<file path="config.mk">
export PLATFORM = sky130hd
export DESIGN_NAME = fpnew_opgroup_out_arb
export DESIGN_NICKNAME = d
export VERILOG_FILES = /design/src/rtl/fpnew_opgroup_out_arb.sv
export SDC_FILE = /design/constraint.sdc
export NUM_CORES = 1
export LEC_CHECK = 0
export ABC_AREA = 1
export BUFFER_PORTS_ARGS = -buffer_cell sky130_fd_sc_hd__buf_2
export CAP_MARGIN = 20
export CORE_AREA = 2 2 143 145
export CTS_CLUSTER_DIAMETER = 50
export CTS_CLUSTER_SIZE = 24
export DETAILED_ROUTE_END_ITERATION = 7
export DIE_AREA = 0 0 145 147
export MAX_ROUTING_LAYER = met4
export PLACE_DENSITY = 0.62
export REMOVE_ABC_BUFFERS = 1
export SYNTH_ARGS = -nofsm -noshare
export SYNTH_HDL_FRONTEND = slang
export SYNTH_SLANG_ARGS = --single-unit
</file>
<file path="constraint.sdc">
create_clock -name clk_i -period 2.3 [get_ports clk_i]
set_input_delay 0.23 -clock clk_i [delete_from_list [all_inputs] [get_ports clk_i]]
set_output_delay 0.23 -clock clk_i [all_outputs]
set_load 0.05 [all_outputs]
</file>
<file path="src/rtl/fpnew_opgroup_out_arb.sv">
`default_nettype none
// ============================================================================
// Module   : fpnew_opgroup_out_arb
// Purpose  : Round-robin arbiter that collects per-format slice results of one
//            operation group into a single registered output stage.
// Revision : 1.0 - initial release
// ============================================================================
module fpnew_opgroup_out_arb #(
  parameter int unsigned NumInputs = 4,
  parameter int unsigned Width     = 64,
  parameter int unsigned TagWidth  = 1
) (
  input  logic                                 clk_i,
  input  logic                                 rst_i,
  input  logic                                 flush_i,
  input  logic [NumInputs-1:0][Width-1:0]      slice_result_i,
  input  logic [NumInputs-1:0][4:0]            slice_status_i,
  input  logic [NumInputs-1:0]                 slice_ext_bit_i,
  input  logic [NumInputs-1:0][TagWidth-1:0]   slice_tag_i,
  input  logic [NumInputs-1:0]                 slice_valid_i,
  output logic [NumInputs-1:0]                 slice_ready_o,
  input  logic [NumInputs-1:0]                 slice_busy_i,
  output logic [Width-1:0]                     result_o,
  output logic [4:0]                           status_o,
  output logic                                 extension_bit_o,
  output logic [TagWidth-1:0]                  tag_o,
  output logic                                 out_valid_o,
  input  logic                                 out_ready_i,
  output logic                                 busy_o
);

  localparam int unsigned PTR_W = (NumInputs > 1) ? $clog2(NumInputs) : 1;

  logic             can_load;
  logic             found;
  logic             grant;
  logic [PTR_W-1:0] gnt_idx;
  logic [PTR_W-1:0] ptr;

  // The output register can take a new result when empty or being drained.
  assign can_load = ~out_valid_o | out_ready_i;
  assign grant    = found & can_load & ~flush_i;
  assign busy_o   = (|slice_busy_i) | out_valid_o;

  // Find the first valid slice scanning cyclically from the priority pointer.
  always_comb begin
    int unsigned idx;
    found   = 1'b0;
    gnt_idx = '0;
    idx     = 0;
    for (int unsigned i = 0; i < NumInputs; i++) begin
      idx = (int'(ptr) + i) % NumInputs;
      if (!found && slice_valid_i[idx]) begin
        found   = 1'b1;
        gnt_idx = PTR_W'(idx);
      end
    end
  end

  // One-hot ready toward the granted slice only.
  always_comb begin
    slice_ready_o = '0;
    if (grant) slice_ready_o[gnt_idx] = 1'b1;
  end

  generate
    if (NumInputs > 1) begin : g_rr_ptr
      // Advance the pointer past the slice that was just served.
      always_ff @(posedge clk_i or posedge rst_i) begin
        if (rst_i) begin
          ptr <= '0;
        end else if (grant) begin
          ptr <= (int'(gnt_idx) == NumInputs - 1) ? '0 : gnt_idx + PTR_W'(1);
        end
      end
    end else begin : g_single_ptr
      assign ptr = '0;
    end
  endgenerate

  // Output stage: flush wins, then a new grant, then a plain drain.
  always_ff @(posedge clk_i or posedge rst_i) begin
    if (rst_i) begin
      out_valid_o     <= 1'b0;
      result_o        <= '0;
      status_o        <= '0;
      extension_bit_o <= 1'b0;
      tag_o           <= '0;
    end else if (flush_i) begin
      out_valid_o <= 1'b0;
    end else if (grant) begin
      out_valid_o     <= 1'b1;
      result_o        <= slice_result_i[gnt_idx];
      status_o        <= slice_status_i[gnt_idx];
      extension_bit_o <= slice_ext_bit_i[gnt_idx];
      tag_o           <= slice_tag_i[gnt_idx];
    end else if (out_ready_i) begin
      out_valid_o <= 1'b0;
    end
  end

endmodule
`default_nettype wire

</file>
---- Word-level counts from Yosys, hierarchy flattened ----
Index checks and enable logic that the tools add are counted.
word-level totals
  flip-flop bits (word level) ............. 74
operators by class
  mux-type cells .......................... 31
  reductions and logical operators ........ 10
  add/subtract/negate cells ............... 4
  $lt $le $gt $ge ......................... 6
  bitwise operators ....................... 6
  eq/ne operators ......................... 1
operators with widths
  operator                                             number
  binary-select mux 64 bit (select 2 bit)              1
  two-way mux 64 bit                                   1
  < comparator 2 x 3 -> 1 bit, second input constant   5
  two-way mux 1 bit                                    14
  binary-select mux 1 bit (select 2 bit)               6
  binary-select mux 5 bit (select 2 bit)               1
  two-way mux 2 bit                                    5
  two-way mux 5 bit                                    1
  adder 2 x 1 -> 2 bit, second input constant          2
  adder 2 bit, second input constant                   2
  logical AND 1 bit                                    4
  two-way mux 4 bit                                    1
  OR reduction 4 bit                                   1
  zero test 1 bit                                      3
  nonzero test 3 bit                                   1
  AND 1 bit                                            2
  demux 1 bit (select 2 bit)                           1
  equality test 2 bit, second input constant           1
  >= comparator 2 x 1 -> 1 bit, second input constant  1
  inverter 1 bit                                       2
  OR 1 bit                                             2
  AND reduction 2 bit                                  1

---- Depth between registers and ports, before layout ----
Gate-level depths: netlist (run 1).
  depth after elaboration ................. 17
  gate-level depth with buffers ........... 17

---- Least setup slack after synthesis (run 1) ----
No wires, ideal clock.
  path type ............................... register -> output
  start point ............................. reg ptr[0]
  end point ............................... out slice_ready_o[3]
  path slack .............................. -464 ps
  cell stages (with the launch flop) ...... 13
  data arrival time ....................... 2,534 ps
  cells stage by stage .................... dfrtp_1 buf_4 nand2_1 nand2_1 nand2_1 nand2_1 nor2_4 nand3_2 nand2_4 nand2_2 buf_6 buf_6 nor3_1
between the ends
  longest elaborated chain between the ends .. 17
  elaborated cells on any way between the ends .. 33
  classes of those cells .................. add/sub (3); order compare (2); mux (19); bitwise (2); reduce/logical (7)
ends and longest elaborated chain
  item                                                                  RTL line  source
  start: declaration                                                    38        logic [PTR_W-1:0] ptr;
  start signal: assignment                                              73        ptr <= (int'(gnt_idx) == NumInputs - 1) ? '0 : gnt_idx + PTR_W'(1);
  branches (longest 16 deep; another with < comparator 2 x 3 -> 1 bit)  n/a
  two-way mux 4 bit *                                                   63        if (grant) slice_ready_o[gnt_idx] = 1'b1;
  end: declaration                                                      21        output logic [NumInputs-1:0] slice_ready_o,
Every way passes the cells marked *. The select of a mux whose other input is x is not followed.

---- Worst setup path in the final report (run 1) ----
Ends and elaborated chain as after synthesis.

==> impl_results.md, run 1 <==
* Commonest non-fill, non-tap cell in the layout: nand2_1
* Total GRT Usage at 0.211
* Fraction of registers with async set/reset at 1.00
* Die width at 145 µm
* Fin crit share at 1.05
* Post-DRT Antenna Nets at 0
* Setup CP Type: reg2out
* Unrepaired setup endpoints after global routing: true
* R2r worst-path depth at 14
* Startpoint types: flop
* Crit-path cells: buf_6 > nand2_1 > nand3_2 > nand2_2 > nor2_4 > nand4_1 > nand3_4 > inv_4 > nor3_4 > buf_6
* Largest stage delay, worst path at 470 ps
* Io pins at 373
* Die ar. at 21300 µm²
* # rows at 52
* Port bufs at 372
* Vias in the first global route at 7336
* Place WS at -22.5 ps
* Ant. Diodes at 0
* WP buf/inv at 3
* Max-cap viol count at 0
* Slew Limit Headroom at 0.604
* Largest net degree at the start of global routing at 74
* Most frequent cells in the layout: nand2_1 (735), buf_2 (368), nand3_1 (146), dfrtp_1 (72), clkbuf_16 (17)
* Final Setup Violations at 4
* Cts bufs inserted at 9
* Die height at 147 µm
* CTS sink cnt at 74
* Worst clock skew at 7.98 ps
* Routed wire length at 24.9 mm
* Slew Viols, Final at 0
* Peak Freq at 414 MHz
* Synth unique cells at 23
* Root Buffer: clkbuf_16
* H-Tree Level Count at 3
* Ys flop type: dfrtp_1
* Initial core utilization at 0.304
* Initial DRC Count at 429
* Fin. Hold Viols at 0
* Core area at just under 20000 µm²
* WL per Instance at roughly 15 µm
* Slew of the pin with the lowest slew margin at roughly 590 ps
* Req. time, crit path at 2070 ps
* Most common cell on crit path: buf_6
* Inst Count DP at roughly 1700
* Post-synthesis sequential area ratio at 0.307
* CP endpoint kind: output port
* Synth Cell Area at 6030 µm²
* Worst skew pair latency at 340 ps
* Status: finished, violations left
* Fraction of layout cells with a size suffix above 1 at 0.323
* #FFs+latches synth at 74
* Delay-heaviest family, CP: simple AND/OR/NAND/NOR gates
* Global-route wire length before repair at 35.8 mm
* CP max stage cell: dfrtp_2
* DR pass1 iterations at 5
* Total number of vias at 7990
* Initial antenna violation count at 0
* Detail Placement HPWL at ~16 mm
* DR vias/cell at 4.68
* Cells after Synth at ~1100
* CTS tree: built
* Final worst slack at -116 ps
* Hold Crit Depth at 2
* Congestion Overflow GR at 0
* Worst-path clk slew at 60 ps
* Failing checks: negative setup slack
* Number of fill cells at approximately 2100
* CP Max Fanout at 6
* Crit path arrival time at approximately 2200 ps
* Post-synthesis average cell area at 5.57 µm²
* Ys Warns at 0
* Hold WS at 112 ps
* CTS Buffer Depth at 2
* Area Overhead vs Synth at 47.8%
* Routability Congestion at 0.863
* # nets final at 1730
* Finished Layout Cells at 1709
* DRC at 0
* Crit path depth at 10
* EDFF count, synth at 0
* Minimum clock period at 2420 ps
* Worst Hold Class: in2reg
## worst register-to-register path, cell delays in order, from the launching register on
cell,delay [ps]
dfrtp_2,480
buf_6,150
nand2_1,100
nand3_1,110
nand2_2,120
inv_1,80
nand4_1,170
nand3_4,150
inv_4,100
buf_4,240
clkbuf_16,240
nand2_1,70
nand2_1,60
nand2_1,60
nand2_1,80
## Yosys cell counts, types with 2 or more instances
library cell | n | area (µm²)
nand2_1 | 745 | 2800
nand3_1 | 150 | 751
dfrtp_1 | 74 | 1850
buf_2 | 39 | 195
clkbuf_1 | 18 | 67.6
buf_6 | 13 | 146
inv_1 | 11 | 41.3
buf_1 | 6 | 22.5
nand2_2 | 4 | 25.0
nor2_1 | 4 | 15.0
inv_2 | 3 | 11.3
buf_4 | 2 | 15.0
nor3_1 | 2 | 10.0
o21ai_0 | 2 | 10.0
## flip-flops by register name, indices dropped and copies added (netlist names)
signal / flops
ptr: 2
out_valid_o: 1
result_o: 64
status_o: 5
extension_bit_o: 1
tag_o: 1
## through the flow
| stage | area [µm²] | setup TNS, ps | util |
|---|---|---|---|
| 5_1_grt | 8910 | -5000 | 0.449 |
| 3_3_place_gp | 8060 | 0 | 0.406 |
| 3_5_place_dp | 8060 | -40.3 | 0.406 |
| 6_report | 8910 | -244 | 0.449 |
| 4_1_cts | 8440 | -91.8 | 0.425 |
| 2_1_floorplan | 5580 | -166210 | - |
## metal layers
metal	wire length [µm]	GRT usage
met1	10600	0.252
met3	1810	0.0391
met2	11800	0.354
met4	601	0.0792
met5	0	-
## logic make-up (layout without fill, tap and decap cells)
| logic type | after synthesis | count (layout) | share of synthesized area |
|---|---|---|---|
| flip-flops | 74 | 74 | 0.307 |
| buffers and inverters | 92 | 449 | 0.0828 |
| AO/OA/AOI/OAI | 5 | 5 | 0.00457 |
| AND/OR/NAND/NOR | 911 | 911 | 0.605 |
## worst paths after layout
path                               endpoint  slack (ps)    startpoint
setup / recovery           slice_ready_o[3]        -120        ptr[0]
hold / removal                  out_valid_o         110       flush_i
setup reg to reg                result_o[7]          40        ptr[0]
hold reg to reg                result_o[10]         470  result_o[10]
max in group asynchronous            ptr[1]        1210         rst_i
min in group asynchronous      result_o[14]         500         rst_i
## layout make-up
type | instances | area, µm² | area share
clock buffer | 13 | 250 | 0.0281
clock inverter | 3 | 15.0 | 0.00169
inverter | 14 | 66.3 | 0.00744
multi-input combinational | 916 | 3780 | 0.424
sequential | 74 | 1850 | 0.208
tap | 270 | 338 | 0.0379
timing repair buffer | 418 | 2600 | 0.291
timing repair inverter | 1 | 7.51 | 0.000843
## repair_timing
| item | 4_1_cts | 5_1_grt |
|---|---|---|
| pin swaps | 5 | 11 |
| endpoints found under the setup margin | 8 | 75 |
| buffers inserted | 5 | 10 |
| hold endpoints to repair | 30 | 0 |
| hold buffers | 1 | 0 |
| gates resized for setup | 20 | 41 |
| cloned | 0 | 12 |
Power of run 1 is left out: the tool's default activity adds up to more than one toggle a clock period on the data nets, which glitch-free logic cannot reach.
==> inputs of run 2 (changes only) <==
ABC_AREA = 0   (was 1)
CORE_AREA = 2 2 146 148   (was 2 2 143 145)
DIE_AREA = 0 0 148 150   (was 0 0 145 147)
PLACE_DENSITY = 0.57   (was 0.62)
==> run 2 against run 1 <==
Net effect:
- the run now ends clean
- area after synthesis fell by 12%
- sequential share of layout area rose by 3.2 points
- worst hold slack got worse by 4.1 ps
- core utilization fell by 7.6 points
- critical path depth fell by 6
- critical path type unchanged
- highest routed layer unchanged
==> impl_results.md, run 2 <==
* Cts bufs inserted at 9 (unchanged)
* Worst-path clk slew at 70 ps (about the same)
* # nets final at 1197 (-31%)
* DRC at 0 (unchanged)
* Post-synthesis sequential area ratio at 0.347 (+0.0402)
* Met3 WL at 1.67 mm (-8.1%)
* Dominant cell type by area after synthesis: dfrtp_1
* Synth Cell Area at 5330 µm² (-12%)
* Max FFs per register at 64 (unchanged)
* Minimum clock period at 2190 ps (-229 ps)
* Synth unique cells at 46 (+100%)
* Total GRT Usage at 0.200 (-0.0106)
* Global-route wire length before repair at 33.2 mm (-7.2%)
* CP endpoint kind: output port
* Commonest non-fill, non-tap cell in the layout: buf_2
* Cell area after layout at 7720 µm² (-13%)
* #FFs+latches synth at 74 (unchanged)
* Top-count cell post-synth: nand3_1
* Total number of vias at 6035 (-24%)
* CTS tree: built
* Leakage at 3.55 nW
* Root Buffer: clkbuf_16
* Ys flop type: dfrtp_1
* Worst vdd ir at 0.417 mV
* Place WS at 174 ps (+196 ps)
* Internal power at ~0.0036 W
* Detail Placement HPWL at 16.9 mm (+5.3%)
* Setup CP Type: reg2out
* Logic gate share of total power at 0.515
* Routability Congestion at 0.859 (-0.49%)
* Peak Freq at 457 MHz (+10%)
* CTS Buffer Depth at 2 (unchanged)
* Worst Hold Class: in2reg
* H-Tree Level Count at 3 (unchanged)
* Max-cap viol count at 0 (unchanged)
* Fraction of layout cells with a size suffix above 1 at 0.554 (+0.231)
* Initial DRC Count at 258 (-40%)
* Psw at ~0.0034 W
* Top cells by count, synth: nand3_1 (124), dfrtp_1 (74), nor2_1 (74), a221oi_2 (67), a31oi_1 (53)
* Area Overhead vs Synth at 44.9%
* WL met1 at 9.21 mm (-13%)
* Port bufs at 372 (unchanged)
* Cells after Synth at 555 (-49%)
* Top cell type's share of synthesized area at 0.347 (-0.117)
* Die width at 148 µm (+2.1%)
* Crit path arrival time at 1960 ps (-230 ps)
* Routed wl met2 at 11.0 mm (-7.1%)
* Largest net degree at the start of global routing at 79 (+6.8%)
* Post-synthesis average cell area at 9.61 µm² (+72%)
* CTS sink cnt at 74 (unchanged)
* Delay-heaviest family, CP: compound AO/OA/AOI/OAI gates
* Largest regs: result_o: 64 flops, status_o: 5 flops, ptr: 2 flops
* Reg with most FFs: result_o
* Slew Limit Headroom at 0.475 (-0.128)
* # rows at 53 (+1.9%)
* Core area at 20700 µm² (+4.3%)
* CP max stage cell: dfrtp_2
* Fraction of registers with async set/reset at 1.00 (unchanged)
* DR pass1 iterations at 4 (-1)
* Req. time, crit path at 2070 ps (about the same)
* Area after DPL at 7380 µm² (-8.5%)
* Die height at 150 µm (+2.0%)
* Clock power share at 0.223
* Switch share at 0.481
* Largest stage delay, worst path at 500 ps (+30 ps)
* Slew Viols, Final at 0 (unchanged)
* WP buf/inv at 1 (-2)
* Fin crit share at 0.951 (-0.0994)
* Worst skew pair latency at 340 ps (about the same)
* Startpoint types: flop
* CP Max Fanout at 18 (+12)
* Final worst slack at 113 ps (+229 ps)
* Die ar. at 22200 µm² (+4.2%)
* Routed wire length at 22.4 mm (-9.8%)
* EDFF count, synth at 0 (unchanged)
* Worst clock skew at 5.03 ps (-2.96 ps)
* Initial antenna violation count at 1 (+1)
* WL per Instance at 19.0 µm (+30%)
* Ys Warns at 0 (unchanged)
* Fin. Hold Viols at 0 (unchanged)
* Vias in the first global route at 5876 (-20%)
* Top cells by area, synth: dfrtp_1 (35%), a221oi_2 (19%), nand3_1 (12%), a31oi_1 (6.2%), nor2_1 (5.2%)
* Slew of the pin with the lowest slew margin at 785 ps (+192 ps)
* Status: complete, no violations
* Post-DRT Antenna Nets at 0 (unchanged)
* Final Setup Violations at 0 (-4)
* Most frequent cells in the layout: buf_2 (371), nand3_1 (124), nor2_1 (74), dfrtp_1 (72), a221oi_2 (67)
* DR vias/cell at 5.11 (+9.2%)
* Top routing layer in use: met4
* Crit-path cells: a21oi_1 > o221a_4 > and2_1 > buf_2
* TNS Setup at 0 ps (+244 ps)
* Initial core utilization at 0.258 (-0.0461)
* Congestion Overflow GR at 0 (unchanged)
* Number of fill cells at 2185 (+3.1%)
* Unrepaired setup endpoints after global routing: false
* Io pins at 373 (unchanged)
* Sequential power share at 0.263
* Power Density at ~910 nW/µm²
[run 2: kinds of logic after synthesis]
| kind of cell | count (synthesis) | synth area share |
|---|---|---|
| and+or+nand+nor | 222 | 0.207 |
| AOI/OAI and AO/OA | 193 | 0.351 |
| DFF | 74 | 0.347 |
| buffers and inverters | 65 | 0.0922 |
| muxes | 1 | 0.00258 |
[run 2: layer usage]
layer  GRT usage  vias to the layer above
li1            -                     2848
met1       0.239                     2856
met2       0.330                      298
met5           -                        -
met4      0.0710                        0
met3      0.0491                       33
[run 2: stage by stage]
step | hold slack [ps] | instances | power, W | utilization
6_report | 108 | 1182 | 0.00702 | 0.373
5_1_grt | 102 | 1182 | 0.00741 | 0.373
4_1_cts | 92.9 | 1181 | 0.00711 | 0.373
3_5_place_dp | 301 | 1164 | 0.00550 | 0.357
3_3_place_gp | 301 | 1164 | 0.00548 | 0.357
2_1_floorplan | 296 | 493 | 0.00424 | -
[run 2: area by class of cell]
type | instances | area, µm² | area share
timing repair buffer | 397 | 2170 | 0.281
sequential | 74 | 1850 | 0.240
clock buffer | 9 | 225 | 0.0292
tap | 275 | 344 | 0.0445
antenna | 1 | 2.50 | 0.000324
inverter | 3 | 12.5 | 0.00162
multi-input combinational | 416 | 3020 | 0.392
clock inverter | 7 | 93.8 | 0.0121
[run 2: power groups by stage]
stage / Combinational [W] / Sequential [W] / Clock, W
floorplan: 0.00126 / 0.00298 / 0
global placement: 0.00363 / 0.00185 / 0
detailed placement: 0.00364 / 0.00186 / 0
CTS: 0.00364 / 0.00184 / 0.00163
global route: 0.00384 / 0.00188 / 0.00168
finish: 0.00361 / 0.00184 / 0.00156
[run 2: final timing paths]
check | cells past startpoint | slack, ps | from | endpoint
max | 4 | 110 | ptr[1] | slice_ready_o[1]
min | 2 | 110 | flush_i | out_valid_o
max reg2reg | 6 | 310 | ptr[0] | result_o[16]
min reg2reg | 2 | 520 | result_o[41] | result_o[41]
max in group asynchronous | 4 | 1220 | rst_i | result_o[55]
min in group asynchronous | 3 | 460 | rst_i | result_o[19]
[run 2: worst register-to-register path, cell delays in order (launching register included)]
cell and delay, ps:
dfrtp_2 460, nand2b_4 210, a211o_1 180, nand3_4 220, buf_12 250, a221oi_1 430, a31oi_1 130
[run 2: what timing repair did]
item,in CTS,in global routing
hold buffers,1,0
setup endpoints to repair,1,2
setup buffers,0,0
endpoints found under the hold margin,23,0
gates resized for setup,1,3
Power figures use the tool's default switching activity.
==> inputs of run 3 (changes only) <==
CAP_MARGIN = 15   (was 20)
CORE_AREA = 2 2 145 147   (was 2 2 146 148)
DIE_AREA = 0 0 147 149   (was 0 0 148 150)
PLACE_DENSITY = 0.59   (was 0.57)
clock period = 1.8 ns   (was 2.3 ns; I/O delays follow)
==> run 3 against run 2 <==
Net effect:
- the flow now finishes with violations (negative setup slack)
- clock skew grew 3.1 ps
- worst setup slack lost 270 ps
- total power rose by 49%
- sequential power grew 27%
- register-to-register slack got worse by 410 ps
- sequential share of layout area fell by 3.8 points
- highest routed layer unchanged
==> impl_results.md, run 3 (same netlist as run 2, synthesis figures left out) <==
* Status: finished, violations left
* Failing checks: negative setup slack
* Total number of vias at 6579 (+9.0%)
* Power Density at 1140 nW/µm² (+25%)
* Req. time, crit path at 1620 ps (-450 ps)
* Largest regs: result_o: 64 flops, status_o: 5 flops, ptr: 2 flops
* Congestion Overflow GR at 0 (unchanged)
* Vias in the first global route at 6260 (+6.5%)
* Leakage at 4.18 nW (+18%)
* Switch share at 0.449 (-0.0315)
* Initial core utilization at 0.259 (+0.00166)
* Worst vdd ir at 0.536 mV (+29%)
* Worst R2R Setup Slack at -100 ps (-410 ps)
* DR vias/cell at 5.23 (+2.3%)
* Initial antenna violation count at 3 (+2)
* Worst clock skew at 8.10 ps (+3.07 ps)
* Slew Limit Headroom at 0.704 (+0.229)
* Post-DRT Antenna Nets at 0 (unchanged)
* Area Overhead vs Synth at 72.0%
* DR pass1 iterations at 5 (+1)
* Core area at 20600 µm² (-0.64%)
* Largest stage delay, worst path at 460 ps (-40 ps)
* Fin crit share at 1.09
* CP max stage cell: dfrtp_2
* # rows at 53 (unchanged)
* H-Tree Level Count at 3 (unchanged)
* Die width at 147 µm (-0.68%)
* Peak Freq at 511 MHz
* CTS sink cnt at 74 (unchanged)
* Routability Congestion at 0.842 (-1.9%)
* R2r worst-path depth at 8 (+2)
* Initial DRC Count at 313 (+21%)
* Reg2Reg Launch Point: ptr[0]
* HP Start: flush_i
* Worst-path clk slew at 60 ps (about the same)
* Die ar. at 21900 µm² (-1.3%)
* CP endpoint kind: output port
* Slew Viols, Final at 0 (unchanged)
* Internal power at 0.00576 W (+58%)
* Psw at 0.00470 W (+39%)
* CTS tree: built
* Startpoint types: flop
* Setup CP Type: reg2out
* Cts bufs inserted at 9 (unchanged)
* Root Buffer: clkbuf_16
* CTS Buffer Depth at 2 (unchanged)
* Unrepaired setup endpoints after global routing: true
* Final Setup Violations at 71 (+71)
* Critical path startpoint: ptr[1]
* Worst Hold Class: in2reg
* DRC at 0 (unchanged)
* Largest net degree at the start of global routing at 75 (-5.1%)
* Reg with most FFs: result_o
* Port bufs at 372 (unchanged)
* WL per Instance at 20.6 µm (+8.6%)
* Max-cap viol count at 0 (unchanged)
* Slew of the pin with the lowest slew margin at 444 ps (-341 ps)
* Minimum clock period at 1960 ps
* Fin. Hold Viols at 0 (unchanged)
* Cell area after layout at 9170 µm² (+19%)
* Most frequent cells in the layout: buf_2 (368), nand3_1 (121), nor2_1 (74), dfrtp_1 (73), a221oi_2 (53)
* Fraction of layout cells with a size suffix above 1 at 0.603 (+0.0494)
* Number of fill cells at 2016 (-7.7%)
* Final worst slack at -159 ps (-271 ps)
* Detail Placement HPWL at 17.5 mm (+3.4%)
* Area after DPL at 7710 µm² (+4.4%)
* CP Capture Point: slice_ready_o[2]
* Inst Count DP at 1196 (+2.7%)
* Logic gate share of total power at 0.561 (+0.046)
* Hold Crit Depth at 2 (unchanged)
* Clock power share at 0.216 (-0.007)
* Finished Layout Cells at 1259 (+6.5%)
* Total GRT Usage at 0.225 (+0.0247)
* Crit path arrival time at 1780 ps (-180 ps)
* Routed wire length at 26.0 mm (+16%)
* Worst skew pair latency at 350 ps (about the same)
* # nets final at 1273 (+6.3%)
* Crit path depth at 6 (+2)
* FF-to-FF End: result_o[7]
* Die height at 149 µm (-0.67%)
* Delay-heaviest family, CP: flip-flops
* Io pins at 373 (unchanged)
* WP buf/inv at 2 (+1)
* CP Max Fanout at 5 (-13)
* Commonest non-fill, non-tap cell in the layout: buf_2
* Crit-path cells: buf_4 > a21boi_4 > a2bb2oi_4 > nand2_4 > and3_4 > buf_8
* Max FFs per register at 64 (unchanged)
* Global-route wire length before repair at 36.7 mm (+10%)
* Sequential power share at 0.223 (-0.040)
## run 3: cell count changes in the layout (fill, tap and decap cells not counted), moves of 5 or more
cell / delta
buf_12: +15
a221oi_2: -14
buf_8: +5
buf_4: +31
a221oi_4: +16
buf_6: +14
clkbuf_16: +10
## run 3: cell type report
cell class | count | area (µm²) | share of cell area
timing repair buffer | 473 | 3310 | 0.361
antenna | 3 | 7.51 | 0.000819
inverter | 3 | 12.5 | 0.00136
tap | 275 | 344 | 0.0375
multi-input combinational | 416 | 3290 | 0.359
clock inverter | 5 | 128 | 0.0139
sequential | 74 | 1850 | 0.202
clock buffer | 10 | 229 | 0.0250
## run 3: worst min path at each step
stage | endpoint
floorplan | out_valid_o
global placement | ptr[0]
detailed placement | status_o[3]
CTS | out_valid_o
global route | out_valid_o
finish | out_valid_o
## run 3: per-layer routing
metal	global-route usage	wire length (µm)	part of all wire
met5	-	0	0
met4	0.0784	665	0.026
met3	0.0422	1970	0.076
met2	0.365	12400	0.48
met1	0.282	10900	0.42
## run 3: per-stage QoR
stage               hold slack [ps]  total power, W  utilization  setup TNS [ps]  setup slack (ps)
detailed placement              302         0.00724        0.375           -2890              -122
CTS                            34.6          0.0100        0.419           -4280              -165
finish                         58.7          0.0105        0.446           -4000              -159
global route                   50.9          0.0109        0.446           -9150              -228
global placement                302         0.00721        0.375            -823             -55.9
floorplan                       246         0.00542            -         -145910             -2080
## run 3: repair_timing
| action | 4_1_cts | 5_1_grt |
|---|---|---|
| hold buffers | 1 | 0 |
| resized for setup | 42 | 47 |
| setup endpoints to repair | 59 | 77 |
| endpoints found under the hold margin | 74 | 0 |
| buffers inserted | 24 | 9 |
| gates cloned | 5 | 10 |
| pin swaps | 12 | 45 |
## run 3: power groups by stage
stage	Sequential [W]	Combinational [W]	Clock (W)
after global placement	0.00236	0.00485	0
after global routing	0.00239	0.00617	0.00239
after CTS	0.00233	0.00537	0.00231
after floorplan	0.00381	0.00161	0
after detailed placement	0.00236	0.00489	0
final	0.00233	0.00587	0.00226
